===== src/rtl/ps2_host_tx.sv =====
// PS/2 host-to-device command transmitter: inhibit, request-to-send, 11-bit frame, ack, release.
// Optional macro PS2_TX_ACK_CHECK_EN turns a missing device ack into an err pulse instead of done.
module ps2_host_tx #(
  parameter int INHIBIT_CYCLES = 10000,
  parameter int TIMEOUT_CYCLES = 2000000
) (
  input  logic       clk,
  input  logic       rst_n,
  input  logic [7:0] tx_data,
  input  logic       tx_valid,
  output logic       tx_ready,
  input  logic       ps2_clk_in,
  output logic       ps2_clk_oe,
  input  logic       ps2_data_in,
  output logic       ps2_data_oe,
  output logic       done,
  output logic       err
);

  localparam int MAX_CYCLES = (INHIBIT_CYCLES > TIMEOUT_CYCLES) ? INHIBIT_CYCLES : TIMEOUT_CYCLES;
  localparam int CW = $clog2(MAX_CYCLES + 1);
  localparam logic [CW-1:0] INH_LAST = CW'(INHIBIT_CYCLES - 1);
  localparam logic [CW-1:0] TO_LAST  = CW'(TIMEOUT_CYCLES - 1);
  localparam logic [CW-1:0] CNT_ONE  = CW'(1);

  typedef enum logic [2:0] {
    S_IDLE    = 3'd0,
    S_INHIBIT = 3'd1,
    S_REQUEST = 3'd2,
    S_SHIFT   = 3'd3,
    S_ACK     = 3'd4,
    S_RELEASE = 3'd5
  } state_e;

  function automatic logic odd_parity(input logic [7:0] b);
    return ~^b;
  endfunction

  state_e        state_q, state_d;
  logic [CW-1:0] cnt_q, cnt_d;
  logic [9:0]    shift_q, shift_d;
  logic [3:0]    idx_q, idx_d;
  logic [1:0]    clk_sync_q, clk_sync_d;
  logic [1:0]    data_sync_q, data_sync_d;
  logic          clk_prev_q, clk_prev_d;
  logic          tx_ready_q, tx_ready_d;
  logic          clk_oe_q, clk_oe_d;
  logic          data_oe_q, data_oe_d;
  logic          done_q, done_d;
  logic          err_q, err_d;
`ifdef PS2_TX_ACK_CHECK_EN
  logic          nack_q, nack_d;
`endif
  logic          fall_s;

  assign fall_s = clk_prev_q & ~clk_sync_q[1];

  // Next-state and next-output logic; the frame shifter holds {stop, parity, data} LSB first.
  always_comb begin
    state_d     = state_q;
    cnt_d       = cnt_q;
    shift_d     = shift_q;
    idx_d       = idx_q;
    tx_ready_d  = tx_ready_q;
    clk_oe_d    = clk_oe_q;
    data_oe_d   = data_oe_q;
    done_d      = 1'b0;
    err_d       = 1'b0;
    clk_sync_d  = {clk_sync_q[0], ps2_clk_in};
    data_sync_d = {data_sync_q[0], ps2_data_in};
    clk_prev_d  = clk_sync_q[1];
`ifdef PS2_TX_ACK_CHECK_EN
    nack_d      = nack_q;
`endif
    case (state_q)
      S_IDLE: begin
        clk_oe_d   = 1'b0;
        data_oe_d  = 1'b0;
        tx_ready_d = 1'b1;
        cnt_d      = '0;
        idx_d      = 4'd0;
        if (tx_valid && tx_ready_q) begin
          shift_d    = {1'b1, odd_parity(tx_data), tx_data};
          tx_ready_d = 1'b0;
          clk_oe_d   = 1'b1;
          state_d    = S_INHIBIT;
        end else begin
          state_d = S_IDLE;
        end
      end
      S_INHIBIT: begin
        if (cnt_q == INH_LAST) begin
          cnt_d     = '0;
          data_oe_d = 1'b1;
          state_d   = S_REQUEST;
        end else begin
          cnt_d = cnt_q + CNT_ONE;
        end
      end
      S_REQUEST, S_SHIFT, S_ACK: begin
        if (state_q == S_REQUEST) begin
          clk_oe_d = 1'b0;
        end else begin
          clk_oe_d = clk_oe_q;
        end
        if (fall_s) begin
          cnt_d = '0;
          if (state_q == S_ACK) begin
`ifdef PS2_TX_ACK_CHECK_EN
            nack_d = data_sync_q[1];
`endif
            state_d = S_RELEASE;
          end else begin
            data_oe_d = ~shift_q[0];
            shift_d   = {1'b1, shift_q[9:1]};
            idx_d     = idx_q + 4'd1;
            if (idx_q == 4'd9) begin
              state_d = S_ACK;
            end else begin
              state_d = S_SHIFT;
            end
          end
        end else if (cnt_q == TO_LAST) begin
          clk_oe_d   = 1'b0;
          data_oe_d  = 1'b0;
          err_d      = 1'b1;
          tx_ready_d = 1'b1;
          cnt_d      = '0;
          state_d    = S_IDLE;
        end else begin
          cnt_d = cnt_q + CNT_ONE;
        end
      end
      S_RELEASE: begin
        if (clk_sync_q[1] && data_sync_q[1]) begin
`ifdef PS2_TX_ACK_CHECK_EN
          done_d = ~nack_q;
          err_d  = nack_q;
`else
          done_d = 1'b1;
`endif
          tx_ready_d = 1'b1;
          cnt_d      = '0;
          state_d    = S_IDLE;
        end else if (cnt_q == TO_LAST) begin
          clk_oe_d   = 1'b0;
          data_oe_d  = 1'b0;
          err_d      = 1'b1;
          tx_ready_d = 1'b1;
          cnt_d      = '0;
          state_d    = S_IDLE;
        end else begin
          cnt_d = cnt_q + CNT_ONE;
        end
      end
      default: begin
        clk_oe_d   = 1'b0;
        data_oe_d  = 1'b0;
        tx_ready_d = 1'b1;
        cnt_d      = '0;
        state_d    = S_IDLE;
      end
    endcase
  end

  // State and output registers; reset releases the bus immediately.
  always_ff @(posedge clk or negedge rst_n) begin
    if (!rst_n) begin
      state_q     <= S_IDLE;
      cnt_q       <= '0;
      shift_q     <= 10'd0;
      idx_q       <= 4'd0;
      clk_sync_q  <= 2'b11;
      data_sync_q <= 2'b11;
      clk_prev_q  <= 1'b1;
      tx_ready_q  <= 1'b1;
      clk_oe_q    <= 1'b0;
      data_oe_q   <= 1'b0;
      done_q      <= 1'b0;
      err_q       <= 1'b0;
`ifdef PS2_TX_ACK_CHECK_EN
      nack_q      <= 1'b0;
`endif
    end else begin
      state_q     <= state_d;
      cnt_q       <= cnt_d;
      shift_q     <= shift_d;
      idx_q       <= idx_d;
      clk_sync_q  <= clk_sync_d;
      data_sync_q <= data_sync_d;
      clk_prev_q  <= clk_prev_d;
      tx_ready_q  <= tx_ready_d;
      clk_oe_q    <= clk_oe_d;
      data_oe_q   <= data_oe_d;
      done_q      <= done_d;
      err_q       <= err_d;
`ifdef PS2_TX_ACK_CHECK_EN
      nack_q      <= nack_d;
`endif
    end
  end

  assign tx_ready    = tx_ready_q;
  assign ps2_clk_oe  = clk_oe_q;
  assign ps2_data_oe = data_oe_q;
  assign done        = done_q;
  assign err         = err_q;

endmodule


===== config.mk =====
export PLATFORM = sky130hd
export DESIGN_NAME = ps2_host_tx
export DESIGN_NICKNAME = d
export VERILOG_FILES = /design/src/rtl/ps2_host_tx.sv
export SDC_FILE = /design/constraint.sdc
export NUM_CORES = 1
export LEC_CHECK = 0
export BUFFER_PORTS_ARGS = -buffer_cell sky130_fd_sc_hd__buf_2
export CAP_MARGIN = 20
export CORE_MARGIN = 10
export CORE_UTILIZATION = 55
export DETAILED_ROUTE_END_ITERATION = 16
export GPL_TIMING_DRIVEN = 0
export PLACE_DENSITY = 0.84
export SLEW_MARGIN = 30
export SYNTH_ARGS = -nofsm -noshare
export SYNTH_HDL_FRONTEND = slang
export SYNTH_SLANG_ARGS = --single-unit

===== constraint.sdc =====
create_clock -name clk -period 4.9 [get_ports clk]
set_input_delay 0.98 -clock clk [delete_from_list [all_inputs] [get_ports clk]]
set_output_delay 0.98 -clock clk [all_outputs]
set_load 0.03 [all_outputs]

* Yosys cells after proc, flatten, opt, wreduce, memory -nomap -nowiden
Index checks and enable logic that the tools add are counted.
** Word-level totals
- Output and inout bits :: 5
- Bits of input ports :: 13
- Logic and storage cells :: 89
- Register bits :: 48
** Cells by class
- Equal/unequal tests :: 16
- Bitwise gates (word level) :: 4
- $add $sub $neg :: 2
- Mux-type cells :: 44
- Reductions and logical operators :: 11
** Operators with widths (count)
- $mux 21 :: 4
- $pmux 21 s3 :: 1
- $mux 10 :: 3
- $add 21x1->21 const B :: 1
- $eq 21x14->1 const B :: 1
- $eq 21x21->1 const B :: 1
- $mux 1 :: 21
- $pmux 10 s2 :: 1
- $mux 3 :: 6
- $ne 2x2->1 const B :: 7
- $pmux 3 s4 :: 1
- $reduce_and 3->1 :: 3
- $mux 4 :: 2
- $pmux 1 s4 :: 2
- $pmux 4 s2 :: 1
- $reduce_xnor 8->1 :: 1
- $eq 3x2->1 const B :: 2
- $eq 3x3->1 const B :: 2
- $add 4x1->4 const B :: 1
- $eq 4x4->1 const B :: 1
- $reduce_and 4->1 :: 1
- $eq 3x1->1 const B :: 1
- $logic_not 3->1 :: 1
- $ne 3x3->1 const B :: 1
- other kinds (8) :: 11

* Logic depth before layout (Yosys ltp)
Gate-level depths: netlist of run 1.
- Depth after elaboration :: 5
- Gate-level depth with buffers :: 9
- Depth with buffers taken out :: 6

* Least setup slack after synthesis of run 1
OpenSTA, ideal clock, no wires.
- Kind :: input to register
- Start :: input tx_valid
- End :: register shift_q[8]
- Data required time :: 4.823 ns
- Buffers on the path :: 1
- Path slack :: 2.730 ns
- Arrival time :: 2.093 ns
- Cell stages on the path :: 6
- Library setup time :: 0.077 ns
- Path through :: nand2_1 > or3_1 > a21oi_2 > clkbuf_1 > nor2_1 > a21oi_1
** Between the ends
- Cells in the longest elaborated chain, start to end :: 3
** Ends and longest elaborated chain
- start: declaration :: line 10 : input logic tx_valid,
- $logic_and 1x1->1 :: line 82 : if (tx_valid && tx_ready_q) begin
- $ne 2x2->1 (no line)
- $reduce_and 4->1 (no line)
- end signal: assignment :: line 187 : shift_q <= shift_d;
- end: declaration :: line 41 : logic [9:0] shift_q, shift_d;
Every way passes these cells.
A chain may end at the register's enable or synchronous reset.

* Final worst setup path of run 1
- Start :: register cnt_q[8]
- End :: register data_oe_q (netlist: ps2_data_oe)
** Between the ends
- Cells in the longest elaborated chain, start to end :: 4
- Elaborated cells on any way between the ends :: 8
- Those cells by class :: eq/ne: 3; mux: 4; reduce/logical: 1
** Ends and longest elaborated chain
- start: declaration :: line 40 : logic [CW-1:0] cnt_q, cnt_d;
- start signal: assignment :: line 186 : cnt_q <= cnt_d;
- $eq 21x21->1 :: line 123, 145
- $mux 1
- $mux 1, on equally long branches
- $pmux 1 s3
- end signal: assignment :: line 194 : data_oe_q <= data_oe_d;
- end: declaration :: line 48 : logic data_oe_q, data_oe_d;
Several ways; a longest one is shown, not always the timed one. The select of a mux whose other input is x is not followed.

==> reports/qor.yml, run 1 <==
crit_end: "ps2_data_oe"
antennaDiodeCount: 0
hold_class: "reg -> reg"
antenna_found_initial: 0
synthesis.area_mm2: 0.00248
seqCellArea_mm2: 0.00121
crit_path_max_fanout: 9
internal_power_mw: 0.526
worst-path-buf-inv: 1
seqPwrFrac: 0.595
drc_errors: 0
switching_power_mw: 0.148
ys_ff_latch: 48
setup-tns-final_ns: 0
start_kind: "register"
hold_viol_final: 0
arrival_ns: 2.35
fin_crit_ns: 2.17
synth_edf_count: 0
reg2reg_setup_slack_ns: 2.73
coreArea_mm2: 0.00435
reg2reg_to: "ps2_data_oe"
gp_congestion: 0.908
synthXorXnorAreaFrac: 0.0919
cts_resized: 0
grt_first_pass_wirelength_mm: 8.36
synth_fa_ha_area_frac: 0.0152
swShare: 0.219
grt_pass1_vias: 1793
p_per_area_mw_per_mm2: 247
grt_util_all_layers: 0.134
global_route.usage.met3: 0.0384
clk_latency_ns: 0.30
grtUsageMet2: 0.219
comb_power_share: 0.048
final_cells: 329
status: "complete, no violations"
synth_cell_types: 44
die_w_um: 87.1
pre_cts_ws_ns: 2.44
nFillCells: 376
cp.required_ns: 5.08
synthMuxAreaShare: 0.0364
cts_num_sinks: 48
crit_cells: 6
slowest_stage: "or4_1"
rsz0062_at_grt: "no"
cp_slowest_stage_delay_ns: 0.49
vias: 1874
multi_input_area_mm2: 0.00118
slew_headroom: 0.519
clk_path_buf_depth: 2
ys_seq_area_frac: 0.488
first_iter_violations: 96
synth_simple_gate_area_frac: 0.217
dp_cells: 321
layout.nets: 292
hold_buffers: 0
fin_ws_ns: 2.73
ir_worst_vdd_mv: 0.143
die-area_mm2: 0.00759
wl_mm: 4.72
maxCapViolations: 0
finClkSkew_ns: 0.00537
crit_path_cell_trace: "nand4b_1 -> or4_1 -> or3_1 -> buf_6 -> a221oi_2 -> o22ai_1"
syn_to_final_growth_pct: 9.90
cts_buffers: 5
ys_warn_count: 0
first_pass_iters: 4
final_max_slew_viol_count: 0
busiest_layer: "met2"
synth_nets: 268
clk_pin_slew_worst_paths_ns: 0.09
synthCells: 252
grt_use_met1: 0.163
worst_r2r_path_depth: 6
wl_per_cell_um: 14.3
clock.fmax_ghz: 0.462
post_route_cells_drive_above_1_share: 0.148
synth_async_sr_flop_share: 1.00
grt_start_max_net_pins: 49
rr_startpoint: "cnt_q[8]"
die_h_um: 87.1
tightest_slew_ns: 0.717
power.leakage_nw: 1.28
initial_core_util: 0.569
p_total_mw: 0.674
row_count: 24
path_delay_family: "simple AND/OR/NAND/NOR gates"
fin_crit_sh: 0.442
via_per_inst: 5.70
end_kind: "register"
port_buffers: 17
synth_top_family_by_area: "simple AND/OR/NAND/NOR gates"
synth_compound_area_frac: 0.117
synth.avg_cell_area_um2: 9.83
cts_tree: "yes"
gr-total-overflow: 0
num_io_pins: 18
postCtsSetupRepairBufs: 0
clockPowerShare: 0.357
crit_start: "cnt_q[8]"
synth_flop_cell: "dfrtp_1"
setup_violations: 0
ant_nets: 0
root_buffer: "clkbuf_8"
path_class: "reg -> reg"
dpl.hpwl_mm: 3.32
htreeDepth: 2
[cells in the final DEF, fill, tap and decap left out, drive strengths merged, types with 2 or more instances in the layout]
master / n
nand4: 6
xor2: 10
clkinv: 2
dfstp: 6
or3: 3
inv: 4
nand2: 18
nor3: 6
nor2b: 4
nand2b: 8
and3: 4
buf: 22
nand3: 8
xnor2: 16
clkbuf: 13
nor4b: 2
ha: 3
or4: 2
and4: 2
nor2: 39
mux2i: 9
dfrtp: 42
a21o: 3
o21ai: 8
a21oi: 15
o22ai: 2
a211oi: 2
a22o: 4
[per-layer routing]
layer / up-vias / routed length, um / share of wire
met4: 0 / 68 / 0.014
met5: - / 0 / 0
li1: 914 / - / -
met1: 908 / 2110 / 0.45
met3: 7 / 291 / 0.062
met2: 45 / 2250 / 0.48
[logic make-up (layout without fill, tap and decap cells)]
kind of cell / Yosys count / count (layout)
mux: 9 / 9
compound gates: 42 / 42
buf+inv: 16 / 41
flops: 48 / 48
xor+xnor: 26 / 26
simple gates: 108 / 108
fa+ha+maj: 3 / 3
[stage by stage]
step / util / hold slack [ns] / cell area, um^2
3_3_place_gp: 0.603 / 0.347 / 2630
3_5_place_dp: 0.604 / 0.348 / 2630
5_1_grt: 0.625 / 0.362 / 2720
6_report: 0.625 / 0.359 / 2720
4_1_cts: 0.625 / 0.361 / 2720
2_1_floorplan: - / 0.345 / 2480
[worst min path at each step]
stage                              start        endpoint  slack [ns]  depth (start not counted)
final                     data_sync_q[0]  data_sync_q[1]        0.36                          0
after global routing      data_sync_q[0]  data_sync_q[1]        0.36                          0
after CTS                 data_sync_q[0]  data_sync_q[1]        0.36                          0
after detailed placement  data_sync_q[0]  data_sync_q[1]        0.35                          0
after global placement     clk_sync_q[0]   clk_sync_q[1]        0.35                          0
after floorplan            clk_sync_q[0]   clk_sync_q[1]        0.35                          0
[synthesized netlist by cell type (2+ instances only)]
cell type | number | area share
dfstp_2 | 6 | 0.064
a22o_1 | 4 | 0.014
nand3_1 | 8 | 0.016
nor2b_1 | 4 | 0.010
a21o_1 | 3 | 0.0091
o22ai_1 | 2 | 0.0050
nor4b_1 | 2 | 0.0071
ha_1 | 3 | 0.015
a211oi_1 | 2 | 0.0061
nor3_1 | 6 | 0.012
and3_1 | 4 | 0.010
inv_1 | 4 | 0.0061
buf_2 | 2 | 0.0040
or4_1 | 2 | 0.0061
o21ai_0 | 8 | 0.016
and4_1 | 2 | 0.0071
nor2_1 | 39 | 0.059
buf_6 | 3 | 0.014
mux2i_1 | 9 | 0.036
a21oi_1 | 13 | 0.026
clkbuf_1 | 7 | 0.011
or3_1 | 3 | 0.0076
nand2b_1 | 8 | 0.020
xor2_1 | 10 | 0.035
nand4_1 | 6 | 0.015
xnor2_1 | 16 | 0.057
dfrtp_1 | 42 | 0.42
nand2_1 | 18 | 0.027
[worst register-to-register path: cells and delay by family, from the launching register on]
family	cells	cell delay [ns]
and+or+nand+nor	3	1.05
DFF	1	0.45
AOI/OAI and AO/OA	2	0.41
buffers and inverters	1	0.15
[sequential cells by signal (all words and copies together), names as in the netlist, 2 cells and up]
register     flops
clk_sync_q       2
state_q          3
idx_q            4
cnt_q           21
data_sync_q      2
shift_q         10
[area by class of cell]
type | instances | area share
multi-input cells | 188 | 0.435
inverters | 4 | 0.00551
repair buffers | 17 | 0.0322
clock inverters | 2 | 0.00368
well taps | 52 | 0.0239
plain buffers | 12 | 0.0257
clock buffers | 6 | 0.0303
flip-flops and latches | 48 | 0.444
[power by group through the flow]
| stage | combinational [mW] | clock, mW | sequential, mW |
|---|---|---|---|
| floorplan | 0.0169 | 0 | 0.408 |
| global placement | 0.0321 | 0 | 0.409 |
| detailed placement | 0.0330 | 0 | 0.409 |
| CTS | 0.0332 | 0.250 | 0.401 |
| global route | 0.0367 | 0.266 | 0.402 |
| finish | 0.0321 | 0.241 | 0.401 |
(Power assumes the default switching activity.)
==> run 2, diff against run 1 <==
--- a/config.mk
+++ b/config.mk
@@ -5,13 +5,14 @@
 export SDC_FILE = /design/constraint.sdc
 export NUM_CORES = 1
 export LEC_CHECK = 0
+export ABC_AREA = 1
 export BUFFER_PORTS_ARGS = -buffer_cell sky130_fd_sc_hd__buf_2
 export CAP_MARGIN = 20
 export CORE_MARGIN = 10
-export CORE_UTILIZATION = 55
+export CORE_UTILIZATION = 54
 export DETAILED_ROUTE_END_ITERATION = 16
 export GPL_TIMING_DRIVEN = 0
-export PLACE_DENSITY = 0.84
+export PLACE_DENSITY = 0.85
 export SLEW_MARGIN = 30
 export SYNTH_ARGS = -nofsm -noshare
 export SYNTH_HDL_FRONTEND = slang
==> constraint.sdc (replaced) <==
create_clock -name clk -period 1.84 [get_ports clk]
set_input_delay 0.368 -clock clk [delete_from_list [all_inputs] [get_ports clk]]
set_output_delay 0.368 -clock clk [all_outputs]
set_load 0.03 [all_outputs]
==> run 2 against run 1 <==
  * Register-to-register slack worse by 2.6 ns
  * Final cell count is 36% higher
  * Sequential share of layout area is 4.5 points lower
  * Global-route usage is 0.12 points lower
  * Sequential power grew to 2.7 times the previous value
  * Setup slack worse by 2.6 ns
  * Utilization is 0.35 points higher
  * Clock power grew to 2.8 times the previous value
  * Critical endpoint is now cnt_q[13]
  * Largest cell class is now multi-input combinational cells
==> reports/qor.yml, run 2 <==
layout_common_cells: "nand2_1 (96), nor2_1 (54), dfrtp_1 (42), inv_1 (34), buf_2 (20)"
end_kind: "register"
cp.required_ns: 2.04  # -3.04 ns
synth.avg_cell_area_um2: 7.73  # -21%
ir_worst_vdd_mv: 0.406  # +180%
arrival_ns: 1.89  # -0.46 ns
grt_util_all_layers: 0.133  # -0.00115
post_route_cells_drive_above_1_share: 0.187  # +0.0393
crit_path_max_fanout: 10  # +1
clockPowerShare: 0.367  # +0.010
final_max_slew_viol_count: 0  # unchanged
antenna_found_initial: 0  # unchanged
synth_top_area_frac: 0.384  # -0.0402
first_pass_iters: 4  # unchanged
tightest_slew_ns: 0.584  # -0.134 ns
antennaDiodeCount: 0  # unchanged
setup_violations: 0  # unchanged
final_common_cell: "nand2_1"
via_per_inst: 5.06  # -11%
status: "complete, no violations"
wl_mm: 5.29  # +12%
rsz0062_at_grt: "no"
clock.fmax_ghz: 0.593  # +28%
p_per_area_mw_per_mm2: 601  # +140%
fin_hold_ws_ns: 0.0578  # -0.301 ns
vias: 2257  # +20%
switching_power_mw: 0.422  # +190%
yosysTopAreaCell: "dfrtp_1"
fin_area_mm2: 0.00303  # +11%
grt_pass1_vias: 2215  # +24%
dpl_cell_area_mm2: 0.00291  # +11%
drc_errors: 0  # unchanged
synth_edf_count: 0  # unchanged
fin_crit_sh: 0.917  # +0.475
swShare: 0.232  # +0.0125
ys_warn_count: 0  # unchanged
ant_nets: 0  # unchanged
syn_to_final_growth_pct: 10.7
first_iter_violations: 139  # +45%
synth_nets: 370  # +38%
grt_first_pass_wirelength_mm: 9.45  # +13%
gp_congestion: 0.860  # -5.2%
seqPwrFrac: 0.586  # -0.009
slew_headroom: 0.611  # +0.0920
grt_start_max_net_pins: 49  # unchanged
wl_per_cell_um: 11.9  # -17%
clk_pin_slew_worst_paths_ns: 0.08  # about the same
synth_async_sr_flop_share: 1.00  # unchanged
yosys-top-cells-area: "dfrtp_1 (38%), nand2_1 (13%), nor2_1 (7.7%)"
num_io_pins: 18  # unchanged
layout.nets: 394  # +35%
row_count: 25  # +4.2%
comb_power_share: 0.048  # about the same
initial_core_util: 0.568  # -0.000914
die_w_um: 91.2  # +4.7%
port_buffers: 17  # unchanged
cts_buffers: 5  # unchanged
synth_cell_types: 31  # -30%
top_register: "cnt_q"
synth_commonest_cells: "nand2_1 (96), nor2_1 (56), dfrtp_1 (42)"
power.leakage_nw: 1.41  # +9.7%
synthesis.area_mm2: 0.00274  # +10%
hold_class: "in -> async"
crit_path_cell_trace: "nor2_1 -> nand2_1 -> nor2_1 -> nand3_2 -> nand2_2 -> nand2_4 -> inv_6 -> buf_12 -> nor2_2"
hold_viol_final: 0  # unchanged
finClkSkew_ns: 0.00785  # +0.00248 ns
start_kind: "register"
fin_crit_ns: 1.69  # -0.480 ns
gr-total-overflow: 0  # unchanged
die_h_um: 91.2  # +4.7%
ys_seq_area_frac: 0.442  # -0.0462
yosysMostFrequentCell: "nand2_1"
maxCapViolations: 0  # unchanged
coreArea_mm2: 0.00482  # +11%
clk_path_buf_depth: 2  # unchanged
clk_latency_ns: 0.31  # about the same
setup-tns-final_ns: 0  # unchanged
htreeDepth: 2  # unchanged
internal_power_mw: 1.40  # +170%
root_buffer: "clkbuf_8"
cts_tree: "yes"
die-area_mm2: 0.00831  # +9.6%
largest_reg_flops: 21  # unchanged
path_class: "reg -> reg"
postCtsSetupRepairBufs: 0  # unchanged
crit_top_cell: "nor2_1"
cts_num_sinks: 48  # unchanged
synthCells: 354  # +40%
dpl.hpwl_mm: 3.91  # +18%
top_regs: "cnt_q x21, shift_q x10, idx_q x4"
synth_flop_cell: "dfrtp_1"
ys_ff_latch: 48  # unchanged
cp_slowest_stage_delay_ns: 0.46  # -0.03 ns
slowest_stage: "dfrtp_1"
==> run 2: cell count changes after synthesis, moves of 9 or more <==
cell	change
nand2_1	+78
inv_1	+30
nor2_1	+17
nor2_2	+13
nand3_1	+11
a31oi_1	+9
mux2i_1	-9
xnor2_1	-9
==> run 2: worst max-delay path: cells and delay by family, from the launching register on <==
family	cells	cell delay [ns]
DFF	1	0.46
buffers and inverters	2	0.26
and+or+nand+nor	7	0.86
==> run 2: per-stage QoR <==
stage | total power, mW | setup WS, ns | instances | utilization
2_1_floorplan | 1.13 | 0.345 | 354 | -
3_3_place_gp | 1.17 | 0.135 | 438 | 0.603
3_5_place_dp | 1.18 | 0.108 | 438 | 0.604
4_1_cts | 1.83 | 0.0921 | 446 | 0.624
5_1_grt | 1.89 | 0.00306 | 446 | 0.629
6_report | 1.82 | 0.153 | 446 | 0.629
==> run 2: logic make-up after synthesis <==
kind of cell / synth area share
buffers and inverters: 0.0713
xor gates and xnor gates: 0.0608
and+or+nand+nor: 0.352
adders and majority gates: 0.0137
AOI/OAI and AO/OA: 0.0604
DFF: 0.442
==> run 2: path summary, 6_finish.rpt <==
check	from	to	slack [ns]	cells past startpoint
worst max-delay path	cnt_q[13]	cnt_q[13]	0.15	9
worst min-delay path	rst_n	cnt_q[15]	0.06	1
worst max register to register	cnt_q[13]	cnt_q[13]	0.15	9
max in group asynchronous	rst_n	idx_q[1]	1.39	1
worst min register to register	clk_sync_q[0]	clk_sync_q[1]	0.36	0
min in group clk	ps2_clk_in	clk_sync_q[0]	0.15	1
==> run 2: what timing repair did <==
action,CTS,global route
endpoints found under the hold margin,0,0
gates resized for setup,0,5
hold buffers,0,0
endpoints found under the setup margin,0,11
==> run 2: final cells by class <==
class,instances,area [um^2]
Fill cell,440,1790
Multi-Input combinational cell,263,1360
Sequential cell,48,1210
Inverter,37,144
Timing Repair Buffer,17,87.6
Tap cell,67,83.8
Clock buffer,6,82.6
Buffer,6,51.3
Clock inverter,2,15.0
==> run 2: layer usage <==
layer	track usage	wire length, um	share of wire	vias to the layer above
met5	0	0	0	-
met4	0.0535	76	0.014	0
met3	0.0329	228	0.043	7
met2	0.218	2460	0.47	39
met1	0.163	2520	0.48	1047
li1	-	-	-	1164
==> run 2: power by group through the flow <==
| stage | registers (mW) | logic [mW] | clock network [mW] |
|---|---|---|---|
| after floorplan | 1.09 | 0.0409 | 0 |
| after global placement | 1.09 | 0.0854 | 0 |
| after detailed placement | 1.09 | 0.0888 | 0 |
| after CTS | 1.07 | 0.0889 | 0.672 |
| after global routing | 1.07 | 0.101 | 0.722 |
| final | 1.07 | 0.0870 | 0.668 |
==> run 3, diff against run 2 <==
--- a/config.mk
+++ b/config.mk
@@ -5,13 +5,13 @@
 export SDC_FILE = /design/constraint.sdc
 export NUM_CORES = 1
 export LEC_CHECK = 0
-export ABC_AREA = 1
 export BUFFER_PORTS_ARGS = -buffer_cell sky130_fd_sc_hd__buf_2
 export CAP_MARGIN = 20
 export CORE_MARGIN = 10
 export CORE_UTILIZATION = 54
 export DETAILED_ROUTE_END_ITERATION = 16
 export GPL_TIMING_DRIVEN = 0
+export HOLD_SLACK_MARGIN = 0.12
 export PLACE_DENSITY = 0.85
 export SLEW_MARGIN = 30
 export SYNTH_ARGS = -nofsm -noshare
==> run 3 against run 2 <==
  * The run now ends with setup timing left
  * Critical path depth is 1 lower
  * Sequential cell count stayed put
  * Setup slack worse by 0.34 ns
  * First-iteration DRC count is 73% higher
  * Count of clock-buffer cells in the layout stayed put
  * Utilization is 6.3 points higher
  * Clock skew is 0.0016 ns lower
  * Sequential power hardly changed
  * Worst hold slack better by 0.091 ns
  * Critical endpoint is now ps2_data_oe
==> reports/qor.yml, run 3 (synthesized netlist as in run 1, its figures left out) <==
status: "finished, violations left"
hold_viol_final: 0  # unchanged
worst_r2r_path_depth: 8  # -1
coreArea_mm2: 0.00438  # -9.0%
setup_violations: 26  # +26
post_route_cells_drive_above_1_share: 0.296  # +0.109
gr-total-overflow: 0  # unchanged
fin_crit_ns: 2.03  # +0.338 ns
final_max_slew_viol_count: 0  # unchanged
maxCapViolations: 0  # unchanged
ir_worst_vdd_mv: 0.516  # +27%
reg2reg_setup_slack_ns: -0.19  # -0.34 ns
root_buffer: "clkbuf_8"
die-area_mm2: 0.00770  # -7.4%
largest_reg_flops: 21  # unchanged
start_kind: "register"
die_w_um: 87.7  # -3.8%
grt_util_all_layers: 0.153  # +0.0207
layout_common_cells: "dfrtp_1 (40), nor2_1 (25), nand2_1 (18), buf_2 (17), xnor2_1 (16)"
wl_mm: 5.83  # +10%
clk_path_buf_depth: 2  # unchanged
failed_checks: "setup timing"
path_class: "reg -> reg"
cts_num_sinks: 48  # unchanged
antennaDiodeCount: 0  # unchanged
row_count: 24  # -4.0%
hold_path.startpoint: "ps2_data_in"
final_common_cell: "dfrtp_1"
fin_area_mm2: 0.00303  # about the same
fin_ws_ns: -0.185  # -0.338 ns
finClkSkew_ns: 0.00620  # -0.00165 ns
setup-tns-final_ns: -3.95  # -3.95 ns
antenna_found_initial: 0  # unchanged
arrival_ns: 2.21  # +0.32 ns
fin_hold_ws_ns: 0.148  # +0.0906 ns
power.leakage_nw: 1.39  # -1.4%
dpl.hpwl_mm: 3.59  # -8.1%
end_kind: "register"
dp_cells: 321  # -27%
grt_first_pass_wirelength_mm: 9.63  # +1.9%
tightest_slew_ns: 0.593  # +0.00976 ns
syn_to_final_growth_pct: 22.4
dpl_cell_area_mm2: 0.00263  # -9.5%
cp.required_ns: 2.03  # about the same
top_regs: "cnt_q x21, shift_q x10, idx_q x4"
initial_core_util: 0.565  # -0.00298
via_per_inst: 5.90  # +17%
final_core_util: 0.691  # +0.0627
rr_startpoint: "cnt_q[0]"
fin_crit_sh: 1.10  # +0.184
cts_buffers: 5  # unchanged
num_io_pins: 18  # unchanged
hold_class: "in -> reg"
ant_nets: 0  # unchanged
grt_start_max_net_pins: 49  # unchanged
first_iter_violations: 241  # +73%
clk_latency_ns: 0.31  # about the same
wl_per_cell_um: 16.9  # +42%
hold_path_depth: 1
htreeDepth: 2  # unchanged
clk_pin_slew_worst_paths_ns: 0.09  # about the same
layout.nets: 309  # -22%
cts_tree: "yes"
rsz0062_at_grt: "yes"
gp_congestion: 0.875  # +1.7%
vias: 2041  # -9.6%
grt_pass1_vias: 2122  # -4.2%
drc_errors: 0  # unchanged
p_per_area_mw_per_mm2: 683  # +14%
crit_start: "cnt_q[0]"
clock.fmax_ghz: 0.494  # -17%
crit_path_max_fanout: 7  # -3
top_register: "cnt_q"
port_buffers: 17  # unchanged
final_cells: 346  # -22%
die_h_um: 87.7  # -3.8%
slew_headroom: 0.604  # -0.00650
first_pass_iters: 5  # +1
==> run 3: cell types whose count changed in the layout (fill, tap and decap cells not counted), sizes merged, moves of 8 or more <==
| cell | previous run | this run |
|---|---|---|
| inv | 37 | 4 |
| xnor2 | 7 | 16 |
| mux2i | 0 | 9 |
| nand3 | 22 | 8 |
| nor2 | 71 | 39 |
| nand2b | 0 | 8 |
| a31oi | 9 | 0 |
| buf | 23 | 39 |
| nand2 | 103 | 18 |
==> run 3: routing by layer <==
| metal | global-route usage | wire (um) | part of all wire |
|---|---|---|---|
| met4 | 0.0594 | 93 | 0.016 |
| met3 | 0.0464 | 341 | 0.058 |
| met5 | 0 | 0 | 0 |
| met1 | 0.178 | 2380 | 0.41 |
| met2 | 0.259 | 3020 | 0.52 |
==> run 3: power breakdown <==
part           leakage [nW]  switching (mW)  total (mW)  internal, mW
clock                0.0654           0.364       0.907         0.543
combinational         0.705          0.0537      0.0942        0.0405
sequential            0.616         0.00483        1.07          1.06
total                  1.39           0.423        2.07          1.65
==> run 3: repair_timing <==
item,CTS,global route
endpoints found under the hold margin,42,0
hold buffers,1,0
gates resized for setup,23,17
endpoints found under the setup margin,37,28
gates cloned,2,0
setup buffers,15,2
pin swaps,6,5
==> run 3: final timing paths <==
path | endpoint
setup reg to reg | ps2_data_oe
setup / recovery | ps2_data_oe
min in group asynchronous | cnt_q[2]
hold / removal | data_sync_q[0]
hold reg to reg | clk_sync_q[1]
max in group asynchronous | state_q[2]
==> run 3: final cells by class <==
cell class              count  area, um^2
clock inverters             2        60.1
inverters                   4        15.0
plain buffers               9        65.1
well taps                  52        65.1
flip-flops and latches     48        1210
multi-input cells         188        1270
clock buffers               6        72.6
fillers                   309        1350
repair buffers             37         268
==> run 3: worst max-delay path: stages (launching register included) <==
cell      delay, ns
dfrtp_1        0.38
ha_2           0.19
and3_1         0.17
clkbuf_8       0.15
nand2_1        0.07
or3_4          0.43
buf_12         0.16
a221oi_2       0.24
o22ai_1        0.10
==> run 3: per-stage QoR <==
stage | setup WS (ns) | total power [mW]
after floorplan | -0.00212 | 1.13
after global placement | -0.202 | 1.17
after detailed placement | -0.274 | 1.18
after CTS | -0.133 | 2.07
after global routing | -0.242 | 2.12
final | -0.185 | 2.07
